==> src/rtl/tft_timing_gen_ml.sv <==
// Multi-layer TFT/VGA timing generator: sync/DE, background and overlay-window requests,
// frame-boundary window updates and a latency-matched priority mux to the panel pins.
module tft_timing_gen_ml #(
  parameter int unsigned H_SYNC  = 128,
  parameter int unsigned H_BACK  = 88,
  parameter int unsigned H_DISP  = 800,
  parameter int unsigned H_FRONT = 40,
  parameter int unsigned V_SYNC  = 2,
  parameter int unsigned V_BACK  = 33,
  parameter int unsigned V_DISP  = 480,
  parameter int unsigned V_FRONT = 10,
  parameter int unsigned CNT_W   = 11,
  parameter int unsigned RGB_W   = 16,
  parameter int unsigned NUM_WIN = 4,
  parameter int unsigned REQ_LAT = 1
) (
  input  logic                       clk_vga,
  input  logic                       rst,
  input  logic                       cfg_we,
  input  logic [2:0]                 cfg_idx,
  input  logic                       cfg_en,
  input  logic [CNT_W-1:0]           cfg_x,
  input  logic [CNT_W-1:0]           cfg_y,
  input  logic [CNT_W-1:0]           cfg_w,
  input  logic [CNT_W-1:0]           cfg_h,
  input  logic [RGB_W-1:0]           bg_data,
  input  logic [NUM_WIN*RGB_W-1:0]   win_data,
  output logic                       tft_req,
  output logic [NUM_WIN-1:0]         win_req,
  output logic [NUM_WIN*CNT_W-1:0]   win_x,
  output logic [NUM_WIN*CNT_W-1:0]   win_y,
  output logic                       frame_start,
  output logic [RGB_W-1:0]           tft_rgb,
  output logic                       tft_hs,
  output logic                       tft_vs,
  output logic                       tft_de,
  output logic                       tft_blank_n,
  output logic                       tft_clk
);

  localparam int unsigned H_TOTAL = H_SYNC + H_BACK + H_DISP + H_FRONT;
  localparam int unsigned V_TOTAL = V_SYNC + V_BACK + V_DISP + V_FRONT;
  localparam int unsigned H_ACT   = H_SYNC + H_BACK;
  localparam int unsigned V_ACT   = V_SYNC + V_BACK;
  // Pipeline word: {win_req, tft_req, vs, hs}
  localparam int unsigned PW      = NUM_WIN + 3;
  localparam logic [PW-1:0] PIPE_RST = {{(NUM_WIN + 1){1'b0}}, 2'b11};

  logic [CNT_W-1:0] hcnt_q, vcnt_q;
  logic             h_last, v_last, wrap;

  assign h_last = (hcnt_q == CNT_W'(H_TOTAL - 1));
  assign v_last = (vcnt_q == CNT_W'(V_TOTAL - 1));
  assign wrap   = h_last && v_last;

  always_ff @(posedge clk_vga) begin
    if (rst) begin
      hcnt_q <= '0;
      vcnt_q <= '0;
    end else if (h_last) begin
      hcnt_q <= '0;
      vcnt_q <= v_last ? '0 : vcnt_q + CNT_W'(1);
    end else begin
      hcnt_q <= hcnt_q + CNT_W'(1);
    end
  end

  logic [NUM_WIN-1:0] pend_en_q, shad_en_q;
  logic [CNT_W-1:0]   pend_x_q [NUM_WIN];
  logic [CNT_W-1:0]   pend_y_q [NUM_WIN];
  logic [CNT_W-1:0]   pend_w_q [NUM_WIN];
  logic [CNT_W-1:0]   pend_h_q [NUM_WIN];
  logic [CNT_W-1:0]   shad_x_q [NUM_WIN];
  logic [CNT_W-1:0]   shad_y_q [NUM_WIN];
  logic [CNT_W-1:0]   shad_w_q [NUM_WIN];
  logic [CNT_W-1:0]   shad_h_q [NUM_WIN];

  // Shadow copies old pending on the wrap clock, so a write on that clock waits a frame.
  always_ff @(posedge clk_vga) begin
    if (rst) begin
      pend_en_q <= '0;
      shad_en_q <= '0;
      for (int i = 0; i < NUM_WIN; i++) begin
        pend_x_q[i] <= '0;
        pend_y_q[i] <= '0;
        pend_w_q[i] <= '0;
        pend_h_q[i] <= '0;
        shad_x_q[i] <= '0;
        shad_y_q[i] <= '0;
        shad_w_q[i] <= '0;
        shad_h_q[i] <= '0;
      end
    end else begin
      for (int i = 0; i < NUM_WIN; i++) begin
        if (cfg_we && (cfg_idx == 3'(i))) begin
          pend_en_q[i] <= cfg_en;
          pend_x_q[i]  <= cfg_x;
          pend_y_q[i]  <= cfg_y;
          pend_w_q[i]  <= cfg_w;
          pend_h_q[i]  <= cfg_h;
        end
        if (wrap) begin
          shad_en_q[i] <= pend_en_q[i];
          shad_x_q[i]  <= pend_x_q[i];
          shad_y_q[i]  <= pend_y_q[i];
          shad_w_q[i]  <= pend_w_q[i];
          shad_h_q[i]  <= pend_h_q[i];
        end
      end
    end
  end

  logic [CNT_W-1:0]   hpos, vpos;
  logic               act;
  logic [NUM_WIN-1:0] win_hit;

  assign hpos = hcnt_q - CNT_W'(H_ACT);
  assign vpos = vcnt_q - CNT_W'(V_ACT);
  assign act  = (hcnt_q >= CNT_W'(H_ACT)) && (hcnt_q < CNT_W'(H_ACT + H_DISP)) &&
                (vcnt_q >= CNT_W'(V_ACT)) && (vcnt_q < CNT_W'(V_ACT + V_DISP));

  // One extra bit on the compares keeps x+w from wrapping past the counter range.
  always_comb begin
    win_hit = '0;
    for (int i = 0; i < NUM_WIN; i++) begin
      win_hit[i] = shad_en_q[i] && act &&
                   ({1'b0, hpos} >= {1'b0, shad_x_q[i]}) &&
                   ({1'b0, hpos} < ({1'b0, shad_x_q[i]} + {1'b0, shad_w_q[i]})) &&
                   ({1'b0, vpos} >= {1'b0, shad_y_q[i]}) &&
                   ({1'b0, vpos} < ({1'b0, shad_y_q[i]} + {1'b0, shad_h_q[i]}));
    end
  end

  logic raw_hs_q, raw_vs_q;

  always_ff @(posedge clk_vga) begin
    if (rst) begin
      tft_req     <= 1'b0;
      win_req     <= '0;
      win_x       <= '0;
      win_y       <= '0;
      frame_start <= 1'b0;
      raw_hs_q    <= 1'b1;
      raw_vs_q    <= 1'b1;
    end else begin
      tft_req     <= act;
      win_req     <= win_hit;
      frame_start <= wrap;
      raw_hs_q    <= (hcnt_q >= CNT_W'(H_SYNC));
      raw_vs_q    <= (vcnt_q >= CNT_W'(V_SYNC));
      for (int i = 0; i < NUM_WIN; i++) begin
        win_x[i*CNT_W +: CNT_W] <= win_hit[i] ? hpos - shad_x_q[i] : '0;
        win_y[i*CNT_W +: CNT_W] <= win_hit[i] ? vpos - shad_y_q[i] : '0;
      end
    end
  end

  logic [PW-1:0] pipe_in, pipe_out;

  assign pipe_in = {win_req, tft_req, raw_vs_q, raw_hs_q};

  if (REQ_LAT == 0) begin : g_no_dly
    assign pipe_out = pipe_in;
  end else begin : g_dly
    logic [PW-1:0] sr_q [REQ_LAT];

    always_ff @(posedge clk_vga) begin
      if (rst) begin
        for (int k = 0; k < REQ_LAT; k++) sr_q[k] <= PIPE_RST;
      end else begin
        sr_q[0] <= pipe_in;
        for (int k = 1; k < REQ_LAT; k++) sr_q[k] <= sr_q[k-1];
      end
    end

    assign pipe_out = sr_q[REQ_LAT-1];
  end

  logic [NUM_WIN-1:0] dly_win_req;
  logic               dly_req;
  logic [RGB_W-1:0]   rgb_mux;

  assign dly_win_req = pipe_out[PW-1:3];
  assign dly_req     = pipe_out[2];

  // Later (higher-index) windows overwrite earlier ones.
  always_comb begin
    rgb_mux = dly_req ? bg_data : '0;
    for (int i = 0; i < NUM_WIN; i++) begin
      if (dly_win_req[i]) rgb_mux = win_data[i*RGB_W +: RGB_W];
    end
  end

  always_ff @(posedge clk_vga) begin
    if (rst) begin
      tft_rgb <= '0;
      tft_hs  <= 1'b1;
      tft_vs  <= 1'b1;
      tft_de  <= 1'b0;
    end else begin
      tft_rgb <= rgb_mux;
      tft_hs  <= pipe_out[0];
      tft_vs  <= pipe_out[1];
      tft_de  <= dly_req;
    end
  end

  assign tft_blank_n = tft_de;
  assign tft_clk     = clk_vga;

endmodule
==> config.mk <==
export PLATFORM = sky130hd
export DESIGN_NAME = tft_timing_gen_ml
export DESIGN_NICKNAME = d
export VERILOG_FILES = /design/src/rtl/tft_timing_gen_ml.sv
export SDC_FILE = /design/constraint.sdc
export NUM_CORES = 1
export LEC_CHECK = 0
export ABC_CLOCK_PERIOD_IN_PS = 8270
export CAP_MARGIN = 40
export CORE_ASPECT_RATIO = 0.8
export CORE_UTILIZATION = 35
export CTS_CLUSTER_DIAMETER = 40
export DETAILED_ROUTE_END_ITERATION = 8
export HOLD_SLACK_MARGIN = 0.15
export PLACE_DENSITY = 0.61
export SETUP_SLACK_MARGIN = 0.02
export SYNTH_ARGS = -nofsm -noshare
export SYNTH_HDL_FRONTEND = slang
export SYNTH_SLANG_ARGS = --single-unit
export TNS_END_PERCENT = 50
==> constraint.sdc <==
create_clock -name clk_vga -period 8.27 [get_ports clk_vga]
set_input_delay 1.2405 -clock clk_vga [delete_from_list [all_inputs] [get_ports clk_vga]]
set_output_delay 1.2405 -clock clk_vga [all_outputs]
set_load 0.02 [all_outputs]
==> flow_metrics.tcl <==
set metrics [dict create \
    ant_nets 0 \
    rr_worst_depth 15 \
    syn_to_final_growth_pct 24.4 \
    cap_violations 0 \
    synth_cells 2577 \
    path_clk_slew_ns 0.05 \
    power_switching_mw 1.78 \
    diodes 0 \
    r2r_slack_ns 3.66 \
    swShare_pct 25.1 \
    worst_path_max_delay_cell "clkdlybuf4s50_1" \
    ys_types 74 \
    rsz0062_at_grt "false" \
    grt_usage_pct 20.5 \
    start_util_pct 35.7 \
    p_per_area_nw_per_um2 205 \
    tns_ns 0 \
    grt_pass1_vias 19600 \
    die_w_um 317 \
    worst-path-buf-inv 3 \
    drt_wl_total_um 84100 \
    num_vias 20500 \
    numPortBuffers 245 \
    viasPerCell 5.18 \
    dp_slack_ns 2.39 \
    p_clk_share_pct 51.6 \
    worstSetupStartpointType "clock port" \
    clkLatencyLatePin_ns 0.79 \
    fin_ws_ns 2.12 \
    drcViolationCount 0 \
    wire_per_inst_um 21.2 \
    yosys_warnings 0 \
    hp-class "reg2reg" \
    critPathCapture "tft_clk" \
    ys_top_cells_by_area "edfxtp_1 38%, ha_1 12%, dfxtp_1 11%" \
    reg2reg_from "shad_x_q[0][0]$_SDFFCE_PN0P_" \
    combPwrFrac_pct 8.4 \
    drive_above_1_share_pct 7.99 \
    core_area_um2 77800 \
    power_frac_seq_pct 40.0 \
    min-delay-start "g_dly.sr_q[0][1]$_SDFF_PP1_" \
    postCtsSetupRepairBufs 0 \
    crit_fanout 2 \
    finalMaxSlewViolations 0 \
    dieHeight_um 254 \
    yosysTopAreaCellShare_pct 38.1 \
    antenna_found_initial 4 \
    crit_type "clk2out" \
    peakVddDrop_mv 0.140 \
    p_leak_nw 13.6 \
    nets 3278 \
    cts_tree "built" \
    cp-end-kind "primary output" \
    nFillCells 7110 \
    hpwl_um 63200 \
    critPathTopFamily "buffers and inverters" \
    io_pins 246 \
    routabilityCongestion 0.902 \
    synth_edf_count 352 \
    slowest_delay_ns 0.52 \
    rr_endpoint "win_x[10]$_SDFF_PP0_" \
    synthFlopType "edfxtp_1" \
    skew_ns 0.0517 \
    setup_viol 0 \
    rows 91 \
    post_cts_resized 0 \
    p_int_mw 5.31 \
    syn_area_per_cell_um2 10.8 \
    drt_iter0_drc 1546 \
    ys_async_sr_fraction_pct 0 \
    syn_area_um2 27800 \
    grt_max_degree 103 \
    status "complete, no violations" \
    dr.pass1.iters 5 \
    synth_seq_area_share_pct 49.0 \
    synth_top_area_cell "edfxtp_1" \
    finalPower_mw 7.09 \
    max_slew_margin_pct 34.8 \
    required_ns 7.03 \
    grt_first_pass_wirelength_um 122000 \
    ctsHoldBuffers 0 \
    cp_common_cell "clkbuf_16" \
    tightestPinTransition_ns 0.977 \
    arrival_ns 4.91 \
    synth_fp_nets 2986 \
    dieArea_um2 80500 \
    startpoint "clk_vga" \
    synth-seq-cells 504 \
    worst-path-stages 3 \
    hold_violations 0 \
    overflow 0 \
    path_cells "clkbuf_16, clkbuf_16, clkdlybuf4s50_1" \
]
-- cell usage in the layout, fill, tap and decap left out, types with 17 or more instances in the layout --
cell type        count
ha_1               262
and2_1             361
xnor2_1             67
dfxtp_1            152
xor2_1              80
a221oi_1            17
nand2_1             77
nor4_1              25
nand3_1             23
inv_1              149
a21boi_0            17
a21oi_1            152
nor3_1              70
nor2_1             186
edfxtp_1           352
nand4_1             26
a21o_1              33
nor2b_1             55
buf_4               30
a211oi_1            20
o21ai_0             98
nand2b_1            31
clkdlybuf4s50_1    244
o21a_1              26
clkbuf_16           88
-- cells in the mapped netlist (all sizes together), types with 16 or more instances --
master	instances
and2	361
edfxtp	352
ha	262
nor2	200
a21oi	154
dfxtp	152
inv	150
o21ai	98
xor2	80
nand2	77
nor3	72
xnor2	67
clkbuf	59
nor2b	55
a21o	33
nand2b	32
nand4	26
o21a	26
nand3	25
nor4	25
buf	22
a211oi	21
a21boi	17
a221oi	17
fa	16
o211ai	16
-- layout make-up --
| type | instances | area (um^2) | share of cell area (%) |
|---|---|---|---|
| Sequential cell | 504 | 13600 | 39.4 |
| Multi-Input combinational cell | 1842 | 13200 | 38.4 |
| Clock inverter | 64 | 777 | 2.25 |
| Timing Repair Buffer | 282 | 2800 | 8.10 |
| Inverter | 150 | 568 | 1.64 |
| Clock buffer | 98 | 2260 | 6.53 |
| Tap cell | 1023 | 1280 | 3.71 |
-- state kept, by name, summed over array words and instances (netlist names), 11 cells and up --
register / count
vcnt_q: 11
tft_rgb: 16
shad_w_q: 44
hcnt_q: 11
shad_h_q: 44
win_y: 44
win_x: 44
shad_y_q: 44
pend_y_q: 44
pend_w_q: 44
shad_x_q: 44
pend_h_q: 44
pend_x_q: 44
-- kinds of logic after synthesis --
| family | count (synthesis) | synth area share, % |
|---|---|---|
| xor gates and xnor gates | 147 | 4.64 |
| muxes | 10 | 0.361 |
| DFF | 504 | 49.0 |
| and+or+nand+nor | 935 | 18.6 |
| adders and majority gates | 278 | 13.0 |
| AOI/OAI and AO/OA | 472 | 10.9 |
| buffers and inverters | 231 | 3.42 |
-- metrics by stage --
stage,util [%],hold WS [ns],cells,instance area [um^2]
2_1_floorplan,-,0.389,2577,27800
3_3_place_gp,40.3,0.399,3793,31400
3_5_place_dp,40.5,0.399,3802,31500
4_1_cts,44.4,0.411,3963,34500
5_1_grt,44.4,0.428,3963,34500
6_report,44.4,0.409,3963,34500
-- worst reg2reg max path, cell delays in order (launching register included) --
cell       delay (ns)
edfxtp_1         0.42
ha_1             0.23
fa_1             0.42
a21o_1           0.18
a21oi_1          0.21
nor2b_1          0.09
o21a_1           0.20
o41ai_2          0.38
mux2i_1          0.13
a2111oi_0        0.50
ha_1             0.34
a211oi_1         0.24
o211ai_1         0.13
o211ai_1         0.22
nand3_2          0.48
nor3_1           0.30
-- metal layers --
layer / track usage (%) / routed length [um]
met1: 29.7 / 40100
met2: 30.4 / 35700
met3: 4.46 / 6350
met4: 6.36 / 1890
met5: 0 / 39
-- how the worst min path moves through the flow --
stage,slack (ns),cells after the start,end
final,0.41,1,tft_vs$_SDFF_PP1_
after global routing,0.43,1,tft_hs$_SDFF_PP1_
after CTS,0.41,1,tft_vs$_SDFF_PP1_
after detailed placement,0.40,1,tft_vs$_SDFF_PP1_
after global placement,0.40,1,tft_vs$_SDFF_PP1_
after floorplan,0.39,1,g_dly.sr_q[0][0]$_SDFF_PP1_
-- power by group through the flow --
| stage | clock (mW) | combinational [mW] | sequential [mW] |
|---|---|---|---|
| 2_1_floorplan | 0.0141 | 0.368 | 2.87 |
| 3_3_place_gp | 0.0162 | 0.569 | 2.89 |
| 3_5_place_dp | 0.0162 | 0.587 | 2.89 |
| 4_1_cts | 3.73 | 0.591 | 2.84 |
| 5_1_grt | 3.84 | 0.651 | 2.84 |
| 6_report | 3.66 | 0.593 | 2.84 |
(Power assumes the default switching activity.)
